## src/rtl/spi_cfg_pkg.sv

```systemverilog
// Shared types and defaults for the SPI configuration-word receiver.
package spi_cfg_pkg;

  localparam int unsigned DEFAULT_DATA_WIDTH  = 512;
  localparam int unsigned DEFAULT_SYNC_STAGES = 2;

  typedef enum logic [1:0] {
    IDLE,
    ACTIVE,
    DONE
  } state_e;

endpackage

```

## src/rtl/spi_sync_edge.sv

```systemverilog
// Multi-flop synchronizer for one asynchronous input, with rise/fall strobes
// taken between the synchronized output and one extra delay flop.
module spi_sync_edge #(
  parameter int unsigned STAGES    = 2,
  parameter logic        RESET_VAL = 1'b0
) (
  input  logic clk,
  input  logic rst_n,
  input  logic d_i,
  output logic rise_o,
  output logic fall_o
);

  logic [STAGES-1:0] sync_q;
  logic              dly_q;

  always_ff @(posedge clk or negedge rst_n) begin
    if (!rst_n) begin
      sync_q <= {STAGES{RESET_VAL}};
      dly_q  <= RESET_VAL;
    end else begin
      sync_q <= {sync_q[STAGES-2:0], d_i};
      dly_q  <= sync_q[STAGES-1];
    end
  end

  assign rise_o = sync_q[STAGES-1] & ~dly_q;
  assign fall_o = ~sync_q[STAGES-1] & dly_q;

endmodule

```

## src/rtl/spi_cfg_slave.sv

```systemverilog
// SPI target for the wide configuration word: oversampled LSB-first capture
// on sclk rise, readback shifted out on miso, valid/err strobe at frame end.
module spi_cfg_slave
  import spi_cfg_pkg::*;
#(
  parameter int unsigned DATA_WIDTH  = DEFAULT_DATA_WIDTH,
  parameter int unsigned SYNC_STAGES = DEFAULT_SYNC_STAGES
) (
  input  logic                  clk,
  input  logic                  rst_n,
  input  logic                  sclk,
  input  logic                  ss_n,
  input  logic                  mosi,
  input  logic [DATA_WIDTH-1:0] rd_data_i,
  output logic                  miso,
  output logic [DATA_WIDTH-1:0] data_o,
  output logic                  valid_o,
  output logic                  err_o,
  output logic                  busy_o
);

  localparam int unsigned CNT_W = $clog2(DATA_WIDTH + 1);
  localparam int unsigned IDX_W = $clog2(DATA_WIDTH);

  logic                   sclk_rise, sclk_fall, ss_rise, ss_fall;
  logic [SYNC_STAGES-1:0] mosi_sync_q;
  logic                   mosi_s;
  logic [SYNC_STAGES:0]   settle_q;
  state_e                 state_q;
  logic [CNT_W-1:0]       cnt_q;
  logic [IDX_W-1:0]       tx_idx_q, tx_next;
  logic [DATA_WIDTH-1:0]  rx_q, tx_q, data_q;
  logic                   valid_q, err_q, busy_q, miso_q;

  spi_sync_edge #(.STAGES(SYNC_STAGES), .RESET_VAL(1'b0)) u_sclk_sync (
    .clk(clk), .rst_n(rst_n), .d_i(sclk), .rise_o(sclk_rise), .fall_o(sclk_fall)
  );

  spi_sync_edge #(.STAGES(SYNC_STAGES), .RESET_VAL(1'b1)) u_ss_sync (
    .clk(clk), .rst_n(rst_n), .d_i(ss_n), .rise_o(ss_rise), .fall_o(ss_fall)
  );

  // settle_q marks when the ss_n chain and its delay flop hold only real pin
  // samples, so a pin held low across reset release is not seen as a fall.
  always_ff @(posedge clk or negedge rst_n) begin
    if (!rst_n) begin
      mosi_sync_q <= '0;
      settle_q    <= '0;
    end else begin
      mosi_sync_q <= {mosi_sync_q[SYNC_STAGES-2:0], mosi};
      settle_q    <= {settle_q[SYNC_STAGES-1:0], 1'b1};
    end
  end

  assign mosi_s  = mosi_sync_q[SYNC_STAGES-1];
  assign tx_next = tx_idx_q + IDX_W'(1);

  always_ff @(posedge clk or negedge rst_n) begin
    if (!rst_n) begin
      state_q  <= IDLE;
      cnt_q    <= '0;
      tx_idx_q <= '0;
      rx_q     <= '0;
      tx_q     <= '0;
      data_q   <= '0;
      valid_q  <= 1'b0;
      err_q    <= 1'b0;
      busy_q   <= 1'b0;
      miso_q   <= 1'b0;
    end else begin
      valid_q <= 1'b0;
      err_q   <= 1'b0;
      case (state_q)
        IDLE: begin
          if (ss_fall && settle_q[SYNC_STAGES]) begin
            state_q  <= ACTIVE;
            cnt_q    <= '0;
            tx_idx_q <= '0;
            tx_q     <= rd_data_i;
            busy_q   <= 1'b1;
            miso_q   <= rd_data_i[0];
          end
        end
        ACTIVE: begin
          if (sclk_rise && (cnt_q < CNT_W'(DATA_WIDTH))) begin
            rx_q[cnt_q[IDX_W-1:0]] <= mosi_s;
            cnt_q                  <= cnt_q + CNT_W'(1);
          end
          if (sclk_fall && (tx_idx_q < IDX_W'(DATA_WIDTH - 1))) begin
            tx_idx_q <= tx_next;
            miso_q   <= tx_q[tx_next];
          end
          if (ss_rise) begin
            state_q <= DONE;
            busy_q  <= 1'b0;
            miso_q  <= 1'b0;
          end
        end
        DONE: begin
          state_q <= IDLE;
          if (cnt_q == CNT_W'(DATA_WIDTH)) begin
            data_q  <= rx_q;
            valid_q <= 1'b1;
          end else begin
            err_q <= 1'b1;
          end
        end
        default: state_q <= IDLE;
      endcase
    end
  end

  assign data_o  = data_q;
  assign valid_o = valid_q;
  assign err_o   = err_q;
  assign busy_o  = busy_q;
  assign miso    = miso_q;

endmodule

```

## config.mk

```make
export PLATFORM = sky130hd
export DESIGN_NAME = spi_cfg_slave
export DESIGN_NICKNAME = d
export VERILOG_FILES = /design/src/rtl/spi_cfg_pkg.sv /design/src/rtl/spi_sync_edge.sv /design/src/rtl/spi_cfg_slave.sv
export SDC_FILE = /design/constraint.sdc
export NUM_CORES = 2
export LEC_CHECK = 0
export ABC_AREA = 1
export BUFFER_PORTS_ARGS = -buffer_cell sky130_fd_sc_hd__buf_2
export CORE_AREA = 2 2 407 409
export CTS_BUF_LIST = sky130_fd_sc_hd__clkbuf_2
export DETAILED_ROUTE_END_ITERATION = 10
export DIE_AREA = 0 0 409 411
export MAX_ROUTING_LAYER = met4
export PLACE_DENSITY_LB_ADDON = 0.3
export RECOVER_POWER = 25
export SYNTH_ARGS = -nofsm -noshare
export SYNTH_HDL_FRONTEND = slang
export SYNTH_HIERARCHICAL = 1
export SYNTH_SLANG_ARGS = --single-unit
```

## constraint.sdc

```tcl
create_clock -name clk -period 2.5 [get_ports clk]
set_input_delay 0.25 -clock clk [delete_from_list [all_inputs] [get_ports clk]]
set_output_delay 0.25 -clock clk [all_outputs]
set_load 0.02 [all_outputs]
```

==> impl_metrics.toml, run 1 <==
[floorplan]
die_h_um = 411
start_util_pct = 39.6
ios = 1033
row_count = 149
die_w_um = 409

[cts]
cts_buffer_depth = 4
cts.sinks = 1572
numCtsBuffers = 416
root_buffer = "clkbuf_2"
h-tree-depth = 5

[global_route]
grt_pass1_wl_um = 618000
grt_util_all_layers_pct = 52.3
grt_overflow_total = 1759
grt_start_max_net_pins = 127
grt_pass1_vias = 84290

[place]
hpwl_um = 176000
gp_congestion = 0.993
pre_cts_slack_ns = -0.167
io_buffers = 1032

[status]
haltStage = "5_1_grt"
error_message = "[ERROR GRT-0116] Global routing finished with congestion. Check the congestion regions in the DRC Viewer."
status = "aborted with a tool error"

[synthesis]
ys_types = 26
ys_seq_area_share_pct = 60.6
syn-num-nets = 8267
ys_warn_count = 6
synth_cells = 7745
synth_area_um2 = 64900
avgSynthCellArea_um2 = 8.38
synth-seq-cells = 1572
[what timing repair did]
item,in CTS
resized for setup,1136
pin swaps,11
endpoints found under the hold margin,2088
buffers inserted,198
setup endpoints to repair,517
gates cloned,4
hold buffers,1660
[per-layer routing]
metal	overflow	GRT usage, %
met5	-	-
met4	363	40.2
met3	178	31.8
met1	161	56.5
met2	1057	68.8
[cell families after synthesis]
group           Yosys count  synth area share [%]
xor+xnor                  8                 0.131
simple gates           4178                  24.9
other cells               1               0.00577
buf+inv                 889                  5.41
compound gates         1092                  8.91
fa+ha+maj                 5                0.0963
flops                  1572                  60.6
[per-stage QoR]
stage | instance area (um2) | instances | hold slack [ns]
4_1_cts | 99500 | 13318 | 0.0000167
3_5_place_dp | 74300 | 10791 | 0.220
3_3_place_gp | 74300 | 10791 | 0.210
2_1_floorplan | 64900 | 7745 | -0.0456
[synthesized netlist by cell type]
cell | count | share of area (%)
xor2_1 | 5 | 0.067
clkinv_1 | 2 | 0.012
inv_2 | 11 | 0.064
buf_2 | 139 | 1.1
a211oi_1 | 1 | 0.012
a21oi_1 | 536 | 4.1
o21ai_0 | 427 | 3.3
inv_1 | 410 | 2.4
dfrtp_1 | 1569 | 60
nand4_1 | 4 | 0.039
buf_1 | 24 | 0.14
nor3_2 | 1 | 0.015
nand2_1 | 2795 | 16
nor2_1 | 1020 | 5.9
nor4_1 | 1 | 0.0096
xnor2_1 | 1 | 0.013
o22ai_1 | 3 | 0.029
ha_1 | 5 | 0.096
a21boi_0 | 1 | 0.012
o211ai_1 | 124 | 1.4
nor3_1 | 5 | 0.039
dfstp_2 | 3 | 0.12
nand3_1 | 352 | 2.7
clkbuf_1 | 303 | 1.8
xor2_2 | 2 | 0.050
conb_1 | 1 | 0.0058
==> run 2, diff against run 1 <==
--- a/config.mk
+++ b/config.mk
@@ -7,12 +7,9 @@
 export LEC_CHECK = 0
 export ABC_AREA = 1
 export BUFFER_PORTS_ARGS = -buffer_cell sky130_fd_sc_hd__buf_2
-export CORE_AREA = 2 2 407 409
-export CTS_BUF_LIST = sky130_fd_sc_hd__clkbuf_2
+export CORE_UTILIZATION = 40
 export DETAILED_ROUTE_END_ITERATION = 10
-export DIE_AREA = 0 0 409 411
-export MAX_ROUTING_LAYER = met4
-export PLACE_DENSITY_LB_ADDON = 0.3
+export PLACE_DENSITY_LB_ADDON = 0.15
 export RECOVER_POWER = 25
 export SYNTH_ARGS = -nofsm -noshare
 export SYNTH_HDL_FRONTEND = slang
==> run 2 against run 1 <==
  * The run now ends clean
  * Synthesized area is the same
  * Synthesized cell count is the same
==> impl_metrics.toml, run 2 <==
[setup_path]
end_kind = "flop"
rr_worst_depth = 15
cp.arrival_ns = 3.20
worstSetupPathType = "flop to flop"
worstPathMaxFanout = 12
path_cells = "ha_4, buf_12, buf_6, buf_16, a21oi_2, o21ai_0, nand3_1, nand3_1, nand3_2, nand3_2, nand3_2, nand3_1, nand3_2, nand3_1, a21oi_2"
slowest_delay_ns = 0.53
crit_required_ns = 3.20
worstSetupStartpointType = "flop"
crit_path_top_delay_cell = "dfrtp_4"

[power]
power_leakage_uw = 0.0445
power_density_nw_per_um2 = 860
ir_drop_mv = 0.685

[sta]
whs_ns = 0.103
fin_crit_sh_pct = 99.8
slew_headroom_pct = 4.65
rsz0062_at_grt = "true"
hold_viol = 0
worst_pin_slew_ns = 1.43
fmax_ghz = 0.401
setup_violations = 0
finClkSkew_ns = 0.0463
finalCriticalPeriod_ns = 2.50
tns_ns = 0
drv_slew = 0

[cells_and_area]
mostFrequentLayoutCells = "nand2_1, dfrtp_1, buf_2"
multiInputGateArea_um2 = 22400
synthToLayoutAreaGrowth_pct = 31.6
final_cells = 11574
n_fill_cell = 14651
nets = 9782
seqCellArea_um2 = 39300
final_layout_size_suffix_gt1_share_pct = 17.3
layout_commonest_cell = "nand2_1"
stdcell_area_um2 = 85500

[synthesis]
synth_area_um2 = 64900
async_reset_ff_share_pct = 100
synth_edf_count = 0
ys_warn_count = 6
yosys.area.top_type = "dfrtp_1"
synth_cells = 7745
synth_area_leaders = "dfrtp_1, nand2_1, nor2_1"
synth_top_area_share_pct = 60.5
ys_seq_area_share_pct = 60.6
dominantRegCellSynth = "dfrtp_1"
synth-seq-cells = 1572
avgSynthCellArea_um2 = 8.38
ys_types = 26
post-synth-top-count-cell = "nand2_1"
syn-num-nets = 8267
synth.top_cells.by_count = "nand2_1, dfrtp_1, nor2_1, a21oi_1, o21ai_0"

[global_route]
grt_busiest_layer = "met2"
grt_start_max_net_pins = 161
grt_util_all_layers_pct = 30.8
grt_overflow_total = 0
grt_util_met1_pct = 40.8
use_met2_pct = 47.8
antenna_found_initial = 20
grt_pass1_vias = 57930
gr-usage-met3_pct = 5.02
grt_pass1_wl_um = 374000

[detailed_routing]
drt_iter0_drc = 5603
wire_per_inst_um = 22.0
route.detailed.drc = 0
dr.pass1.iters = 8
vias = 59262
drt_wl_total_um = 255000
drtAntennaViolNets = 0
vias_per_cell = 5.12

[floorplan]
core_um2 = 161000
start_util_pct = 40.3
die_w_um = 405
ios = 1033
die_area_um2 = 164000
die_h_um = 405
row_count = 147

[cts]
h-tree-depth = 4
cts_tree = "yes"
insertion_delay_ns = 0.82
path_clk_slew_ns = 0.06
numCtsBuffers = 172
root_buffer = "clkbuf_16"
cts_buffer_depth = 3
cts.sinks = 1572

[place]
place_area_um2 = 73900
hpwl_um = 174000
dp.cells = 10714
gp_congestion = 0.924
io_buffers = 1032

[status]
status = "finished, final reports clean"

[flow_run]
maxCapViolations = 0

[hold_path]
hold_depth = 2
holdCritPathClass = "input pin to flop"
==> run 2: cell counts after synthesis <==
No cell type changed its count.
==> run 2: power by group <==
part	total, uW	leakage, uW	switching, uW	internal [uW]
Combinational	16700	0.0205	10500	6200
Clock	26500	0.00291	10900	15600
Sequential	30300	0.0211	1450	28800
==> run 2: per-layer routing <==
| layer | part of all wire [%] | up-vias |
|---|---|---|
| li1 | - | 27395 |
| met1 | 42 | 28664 |
| met2 | 45 | 2542 |
| met3 | 6.4 | 651 |
| met4 | 6.3 | 10 |
| met5 | 0.022 | - |
==> run 2: timing repair <==
action	CTS	global route
gates resized for setup	16	68
endpoints found under the hold margin	1464	0
setup buffers	4	4
hold buffers	517	0
pin swaps	2	15
cloned	5	2
setup endpoints to repair	1	19
==> run 2: cells by family (layout without fill, tap and decap cells) <==
family / count (synthesis) / in the layout / share of synthesized area (%)
and+or+nand+nor: 4178 / 4178 / 24.9
DFF: 1572 / 1572 / 60.6
AOI/OAI and AO/OA: 1092 / 1092 / 8.91
buffers and inverters: 889 / 2544 / 5.41
xor gates and xnor gates: 8 / 8 / 0.131
adders and majority gates: 5 / 5 / 0.0963
other: 1 / 15 / 0.00577
==> run 2: worst paths after layout <==
kind | start | to | slack, ns
worst max-delay path | tx_idx_q[0]$_DFFE_PN0P_ | miso$_DFFE_PN0P_ | 0.005
max in group asynchronous | rst_n | data_o[57]$_DFFE_PN0P_ | 0.14
worst max register to register | tx_idx_q[0]$_DFFE_PN0P_ | miso$_DFFE_PN0P_ | 0.005
min in group asynchronous | rst_n | rx_q[508]$_DFFE_PN0P_ | 0.99
worst min-delay path | mosi | mosi_sync_q[0]$_DFF_PN0_ | 0.10
worst min register to register | settle_q[1]$_DFF_PN0_ | settle_q[2]$_DFF_PN0_ | 0.32
==> run 2: cell type report <==
| type | count | share of cell area [%] |
|---|---|---|
| tap | 2160 | 3.16 |
| timing repair buffer | 1807 | 15.7 |
| multi-input combinational | 5284 | 26.2 |
| sequential | 1572 | 46.0 |
| inverter | 423 | 1.90 |
| antenna | 14 | 0.0410 |
| clock buffer | 256 | 5.96 |
| clock inverter | 58 | 1.02 |
==> run 2: metrics by stage <==
stage          power [uW]  util, %  setup WS [ns]
6_report            73500     53.1        0.00453
5_1_grt             76900     53.1        -0.0798
4_1_cts             73400     53.0        0.00339
3_5_place_dp        45300     45.9         -0.287
3_3_place_gp        45100     45.9         -0.299
2_1_floorplan       39300        -          0.286
==> run 2: critical path, delay by kind of cell (launching register included) <==
family	cells	cell delay, ns
compound gates	3	0.33
fa+ha+maj	1	0.29
simple gates	8	0.84
buf+inv	3	0.44
flops	1	0.53
No activity file was read; power rests on OpenSTA's default activity.
